--- config.mk ---
export PLATFORM = sky130hd
export DESIGN_NAME = kbd_fifo_flat
export DESIGN_NICKNAME = d
export VERILOG_FILES = /design/src/rtl/kbd_fifo_if.sv /design/src/rtl/kbd_fifo.sv /design/src/flat_wrapper.sv
export SDC_FILE = /design/constraint.sdc
export NUM_CORES = 1
export LEC_CHECK = 0
export ABC_AREA = 0
export ABC_CLOCK_PERIOD_IN_PS = 4900
export BUFFER_PORTS_ARGS = -buffer_cell sky130_fd_sc_hd__buf_2
export CAP_MARGIN = 20
export CORE_UTILIZATION = 45
export DETAILED_ROUTE_END_ITERATION = 12
export PLACE_DENSITY = 0.68
export SKIP_LAST_GASP = 1
export SLEW_MARGIN = 20
export SYNTH_ARGS = -nofsm -noshare
export SYNTH_HDL_FRONTEND = slang
export SYNTH_SLANG_ARGS = --single-unit
--- constraint.sdc ---
create_clock -name clock_50 -period 4.9 [get_ports clock_50]
set_clock_uncertainty 0.15 [all_clocks]
set_input_delay 0.49 -clock clock_50 [delete_from_list [all_inputs] [get_ports clock_50]]
set_output_delay 0.49 -clock clock_50 [all_outputs]
set_load 0.005 [all_outputs]
--- src/rtl/kbd_fifo_if.sv ---
// Keyboard FIFO bus: key-push side from the PS/2 controller plus the CPU
// data/status read side. The master drives the inputs; the FIFO is the slave.
interface kbd_fifo_if #(
  parameter int unsigned DATA_W = 8,
  parameter int unsigned DEPTH  = 16
);
  localparam int unsigned AW = $clog2(DEPTH);

  logic [DATA_W-1:0] wr_data;
  logic              wr_strb;
  logic              kbd_clr;
  logic              ovf_clr;
  logic [DATA_W-1:0] kbd;
  logic [7:0]        kbd_strb;
  logic [AW:0]       count;

  modport master (
    output wr_data, wr_strb, kbd_clr, ovf_clr,
    input  kbd, kbd_strb, count
  );

  modport slave (
    input  wr_data, wr_strb, kbd_clr, ovf_clr,
    output kbd, kbd_strb, count
  );
endinterface

--- src/rtl/kbd_fifo.sv ---
// Keyboard receive FIFO between the PS/2 controller and the CPU read path.
// Queues key codes, exposes an Apple-1 style data/status pair, tracks overflow.
module kbd_fifo #(
  parameter int unsigned DATA_W     = 8,
  parameter int unsigned DEPTH      = 16,
  parameter int unsigned HI_BIT     = 1,
  parameter int unsigned OVF_POLICY = 0
) (
  input logic        clock_50,
  input logic        res,
  kbd_fifo_if.slave  bus
);
  localparam int unsigned AW = $clog2(DEPTH);
  localparam logic [AW:0] FullCnt = (AW + 1)'(DEPTH);
  localparam logic [DATA_W-1:0] HiMask =
    (HI_BIT != 0) ? {1'b1, {(DATA_W - 1){1'b0}}} : '0;
  localparam logic Overwrite = (OVF_POLICY != 0);

  logic [DATA_W-1:0] r_mem [DEPTH];
  logic [AW-1:0]     r_rd_ptr, r_wr_ptr;
  logic [AW:0]       r_count;
  logic              r_ovf;
  logic              r_clr_q;

  logic [AW-1:0]     w_rd_ptr_d, w_wr_ptr_d;
  logic [AW:0]       w_count_d;
  logic              w_ovf_d;
  logic              w_full, w_empty;
  logic              w_pop_req, w_pop;
  logic              w_wr_en, w_ovf_set, w_rd_adv;
  logic              w_inc, w_dec;
  logic              w_avail;

  // One CPU read may hold kbd_clr for many cycles; only its rising edge pops.
  assign w_pop_req = bus.kbd_clr & ~r_clr_q;
  assign w_full    = (r_count == FullCnt);
  assign w_empty   = (r_count == '0);
  assign w_pop     = w_pop_req & ~w_empty;

  // A simultaneous pop frees a slot, so a push into a full FIFO is not an overflow.
  assign w_ovf_set = bus.wr_strb & w_full & ~w_pop;
  assign w_wr_en   = bus.wr_strb & (~w_full | w_pop | Overwrite);
  assign w_rd_adv  = w_pop | (w_ovf_set & Overwrite);
  assign w_inc     = w_wr_en & ~w_pop & ~w_full;
  assign w_dec     = w_pop & ~w_wr_en;

  always_comb begin
    w_rd_ptr_d = r_rd_ptr;
    w_wr_ptr_d = r_wr_ptr;
    w_count_d  = r_count;
    w_ovf_d    = r_ovf;
    if (w_wr_en) begin
      w_wr_ptr_d = r_wr_ptr + AW'(1);
    end
    if (w_rd_adv) begin
      w_rd_ptr_d = r_rd_ptr + AW'(1);
    end
    if (w_inc) begin
      w_count_d = r_count + (AW + 1)'(1);
    end else if (w_dec) begin
      w_count_d = r_count - (AW + 1)'(1);
    end
    // Set wins over a same-cycle clear.
    if (w_ovf_set) begin
      w_ovf_d = 1'b1;
    end else if (bus.ovf_clr) begin
      w_ovf_d = 1'b0;
    end
  end

  always_ff @(posedge clock_50) begin
    if (res) begin
      r_rd_ptr <= '0;
      r_wr_ptr <= '0;
      r_count  <= '0;
      r_ovf    <= 1'b0;
      r_clr_q  <= 1'b1;
    end else begin
      r_rd_ptr <= w_rd_ptr_d;
      r_wr_ptr <= w_wr_ptr_d;
      r_count  <= w_count_d;
      r_ovf    <= w_ovf_d;
      r_clr_q  <= bus.kbd_clr;
    end
  end

  // Storage is deliberately not cleared by reset; avail masks stale contents.
  always_ff @(posedge clock_50) begin
    if (w_wr_en && !res) begin
      r_mem[r_wr_ptr] <= bus.wr_data;
    end
  end

  assign w_avail      = ~w_empty;
  assign bus.kbd      = w_avail ? (r_mem[r_rd_ptr] | HiMask) : '0;
  assign bus.kbd_strb = {w_avail, r_ovf, 6'b000000};
  assign bus.count    = r_count;
endmodule

--- src/flat_wrapper.sv ---
// flat-port wrapper written by rule: the top's interface ports become plain ports
module kbd_fifo_flat 
#(
  parameter int unsigned DATA_W     = 8,
  parameter int unsigned DEPTH      = 16,
  parameter int unsigned HI_BIT     = 1,
  parameter int unsigned OVF_POLICY = 0
)
  (clock_50, res, bus_wr_data, bus_wr_strb, bus_kbd_clr, bus_ovf_clr, bus_kbd, bus_kbd_strb, bus_count);
  kbd_fifo_if #(.DATA_W(DATA_W), .DEPTH(DEPTH)) bus_i ();
  input logic clock_50;
  input logic res;
  input wire logic [$bits(bus_i.wr_data)-1:0] bus_wr_data;
  input wire logic [$bits(bus_i.wr_strb)-1:0] bus_wr_strb;
  input wire logic [$bits(bus_i.kbd_clr)-1:0] bus_kbd_clr;
  input wire logic [$bits(bus_i.ovf_clr)-1:0] bus_ovf_clr;
  output wire logic [$bits(bus_i.kbd)-1:0] bus_kbd;
  output wire logic [$bits(bus_i.kbd_strb)-1:0] bus_kbd_strb;
  output wire logic [$bits(bus_i.count)-1:0] bus_count;
  assign bus_i.wr_data = bus_wr_data;
  assign bus_i.wr_strb = bus_wr_strb;
  assign bus_i.kbd_clr = bus_kbd_clr;
  assign bus_i.ovf_clr = bus_ovf_clr;
  assign bus_kbd = bus_i.kbd;
  assign bus_kbd_strb = bus_i.kbd_strb;
  assign bus_count = bus_i.count;
  kbd_fifo #(.DATA_W(DATA_W), .DEPTH(DEPTH), .HI_BIT(HI_BIT), .OVF_POLICY(OVF_POLICY)) u_core (.clock_50(clock_50), .res(res), .bus(bus_i));
endmodule
==> reports/results.tsv <==
stage	metric	value	unit
sta	Slew Limit Fails	0	
sta	Peak Freq	327	MHz
finish	layout cells sized above 1	27.7	%
sta	setup violators final	0	
critical_path	data arrival time of the critical path	2410	ps
sta	setup ws final	1850	ps
clock_tree	clk root buf	clkbuf_16	
yosys	ranking of synthesized cells by area	edfxtp_1, mux4_2, dfxtp_1	
pwr	VDD IR max	0.329	mV
place	pre-CTS setup slack	1830	ps
yosys	Post-Syn Area per Cell	17.1	um2
place	dpl hpwl	6300	um
finish	Fillers	931	
die	die width	113	um
drt	final wirelength	10200	um
critical_path	Critical Path RT	4260	ps
critical_path	Startpoint Class	flop	
pwr	pwr/cell area	499	nW/um2
die	die height	113	um
place	count of input and output buffers	26	
critical_path	CP Class	flop to output port	
global_routing	largest net degree at the start of global routing	29	
finish	Final Net Count	375	
global_routing	initial antenna violation count	0	
die	core box area	12000	um2
run_status	status	finished, final reports clean	
place	Placer Congestion	0.800	
drt	Avg WL per Cell	19.9	um
yosys	mapped cell area	5500	um2
critical_path	CP max FO	15	
clock_tree	clk_lat worst skew	410	ps
drt	vias per cell	5.56	
sta	RSZ-0062 raised after global routing	no	
sta	hold_ws	162	ps
yosys	Netlist cell types	44	
clock_tree	Num CTS Buffers	17	
sta	Final min period	3050	ps
yosys	async set or reset register ratio after synthesis	0	%
global_routing	first-pass GRT wire length	15600	um
clock_tree	post-CTS sizing	0	
yosys	YS warnings	0	
critical_path	crit end category	output port	
sta	fin crit share	62.3	%
sta	Worst slew margin	26.5	%
yosys	Mapped Cells	322	
die	starting density of the core	46.0	%
pwr	overall power	3.18	mW
finish	antenna cells	0	
sta	Setup TNS Final	0	ps
global_routing	gr usage total	17.3	%
job	Max-Cap Viols	0	
drt	DRT iter0 DRCs	265	
die	die area	12700	um2
drt	DR vias	2839	
pwr	Leak Pwr	2.12	nW
yosys	Yosys top cell area share	61.2	%
clock_tree	H-tree depth	4	
clock_tree	Clk pin slew, worst setup/hold paths	60	ps
finish	Layout area overhead	16.0	%
clock_tree	CTS tree	yes	
clock_tree	# clock sinks	131	
hold_path	worst hold path class	input port to flop	
clock_tree	clk buf depth	2	
die	Top-Level Pins	34	
yosys	register area share after synthesis	68.1	%
sta	Least-Margin Pin Slew	1090	ps
yosys	post-synth top area cell	edfxtp_1	
clock_tree	CTS Hold Buffers Added	0	
clock_tree	setup fix buffers added after clock tree synthesis	0	
drt	DR pass1 iterations	4	
global_routing	vias in the first global route	2824	
global_routing	Overflow after GRT	0	
yosys	Yosys reg bits	131	
sta	Fin. Hold Viols	0	
drt	post-route ant nets	0	
die	FP Rows	40	
yosys	Post-synth EDFFs	112	
drt	Remaining DRCs	0	
yosys	main flop type after synthesis	edfxtp_1	
==> registers in the layout, summed over array words and instances, names as in the netlist, named ones only <==
signal,count
u_core.r_clr_q,1
u_core.r_wr_ptr,4
u_core.r_mem,112
u_core.bus.count,5
u_core.r_rd_ptr,4
u_core.r_ovf,1
==> layout by cell type, fill, tap and decap left out, types with 2 or more instances in the layout <==
cell,netlist,routed
edfxtp_1,112,112
nand4_1,3,3
nor3_1,4,2
buf_2,3,26
xor2_1,3,3
nand3_1,4,4
ha_1,9,9
clkbuf_16,0,17
nand2b_1,4,4
mux2i_1,10,10
bufinv_16,0,6
mux2_4,3,3
nand2_2,2,2
dfxtp_1,19,18
nor2_1,27,27
nor3_2,0,2
xnor2_1,4,4
mux4_2,28,28
clkinv_4,0,2
nand2_1,7,7
conb_1,1,6
a21oi_1,4,4
buf_4,13,3
a211oi_1,16,16
clkinvlp_4,0,2
inv_1,9,9
nor2b_1,8,8
clkinv_2,0,2
a31oi_1,3,3
==> report_power, final <==
group,leakage [nW],switching [mW],internal (mW)
Combinational,0.643,0.259,0.215
Sequential,1.16,0.0539,1.25
Clock,0.317,0.455,0.950
==> layer usage <==
metal | part of all wire (%) | global-route usage (%)
met1 | 45 | 23.2
met2 | 49 | 27.4
met3 | 5.3 | 4.81
met4 | 1.0 | 5.78
met5 | 0 | 0
==> synth_stat cells, types with 2 or more instances <==
| cell | number |
|---|---|
| nor3_1 | 4 |
| nor2_1 | 27 |
| xnor2_1 | 4 |
| clkbuf_1 | 6 |
| ha_1 | 9 |
| a31oi_1 | 3 |
| nand2_1 | 7 |
| nand2b_1 | 4 |
| mux2_4 | 3 |
| nand4_1 | 3 |
| buf_2 | 3 |
| inv_1 | 9 |
| a21oi_1 | 4 |
| buf_4 | 13 |
| a211oi_1 | 16 |
| nand2_2 | 2 |
| xor2_1 | 3 |
| mux4_2 | 28 |
| mux2i_1 | 10 |
| nor2b_1 | 8 |
| edfxtp_1 | 112 |
| nand3_1 | 4 |
| dfxtp_1 | 19 |
==> worst paths after layout <==
kind / start / to / slack (ps) / cells past startpoint
max: flop / bus_kbd[5] / 1850 / 5
min: bus_kbd_clr / u_core.r_clr_q / 160 / 2
max reg2reg: u_core.bus.count[3] / u_core.bus.count[4] / 2120 / 8
min reg2reg: u_core.r_ovf / u_core.r_ovf / 320 / 2
==> cell type report <==
class / instances / area [um2] / area share [%]
clock buffers: 17 / 425 / 6.67
clock inverters: 14 / 235 / 3.69
inverters: 9 / 33.8 / 0.530
multi-input cells: 163 / 1600 / 25.0
flip-flops and latches: 131 / 3740 / 58.7
well taps: 147 / 184 / 2.88
repair buffers: 30 / 158 / 2.47
==> critical path, stage by stage (launching register included) <==
cell      delay (ps)
dfxtp_2          680
mux4_2           600
nor2b_1          150
a211oi_1         300
a211oi_1         110
buf_2            170
==> through the flow <==
step,std cells,instance area (um2),utilization (%)
after detailed placement,479,5700,47.7
after global placement,479,5700,47.7
after global routing,511,6380,53.3
after floorplan,327,5520,-
after CTS,510,6360,53.2
final,511,6380,53.3
==> cells by family (layout without fill, tap and decap cells) <==
group / count (synthesis) / in the layout / synth area share (%)
flip-flops: 131 / 131 / 68.1
AND/OR/NAND/NOR: 66 / 66 / 6.26
multiplexers: 41 / 41 / 14.1
AO/OA/AOI/OAI: 33 / 33 / 4.58
buffers and inverters: 33 / 70 / 3.35
adder cells (fa/ha/maj): 10 / 10 / 2.41
XOR/XNOR: 7 / 7 / 1.12
other: 1 / 6 / 0.0682
Power figures use the tool's default switching activity.
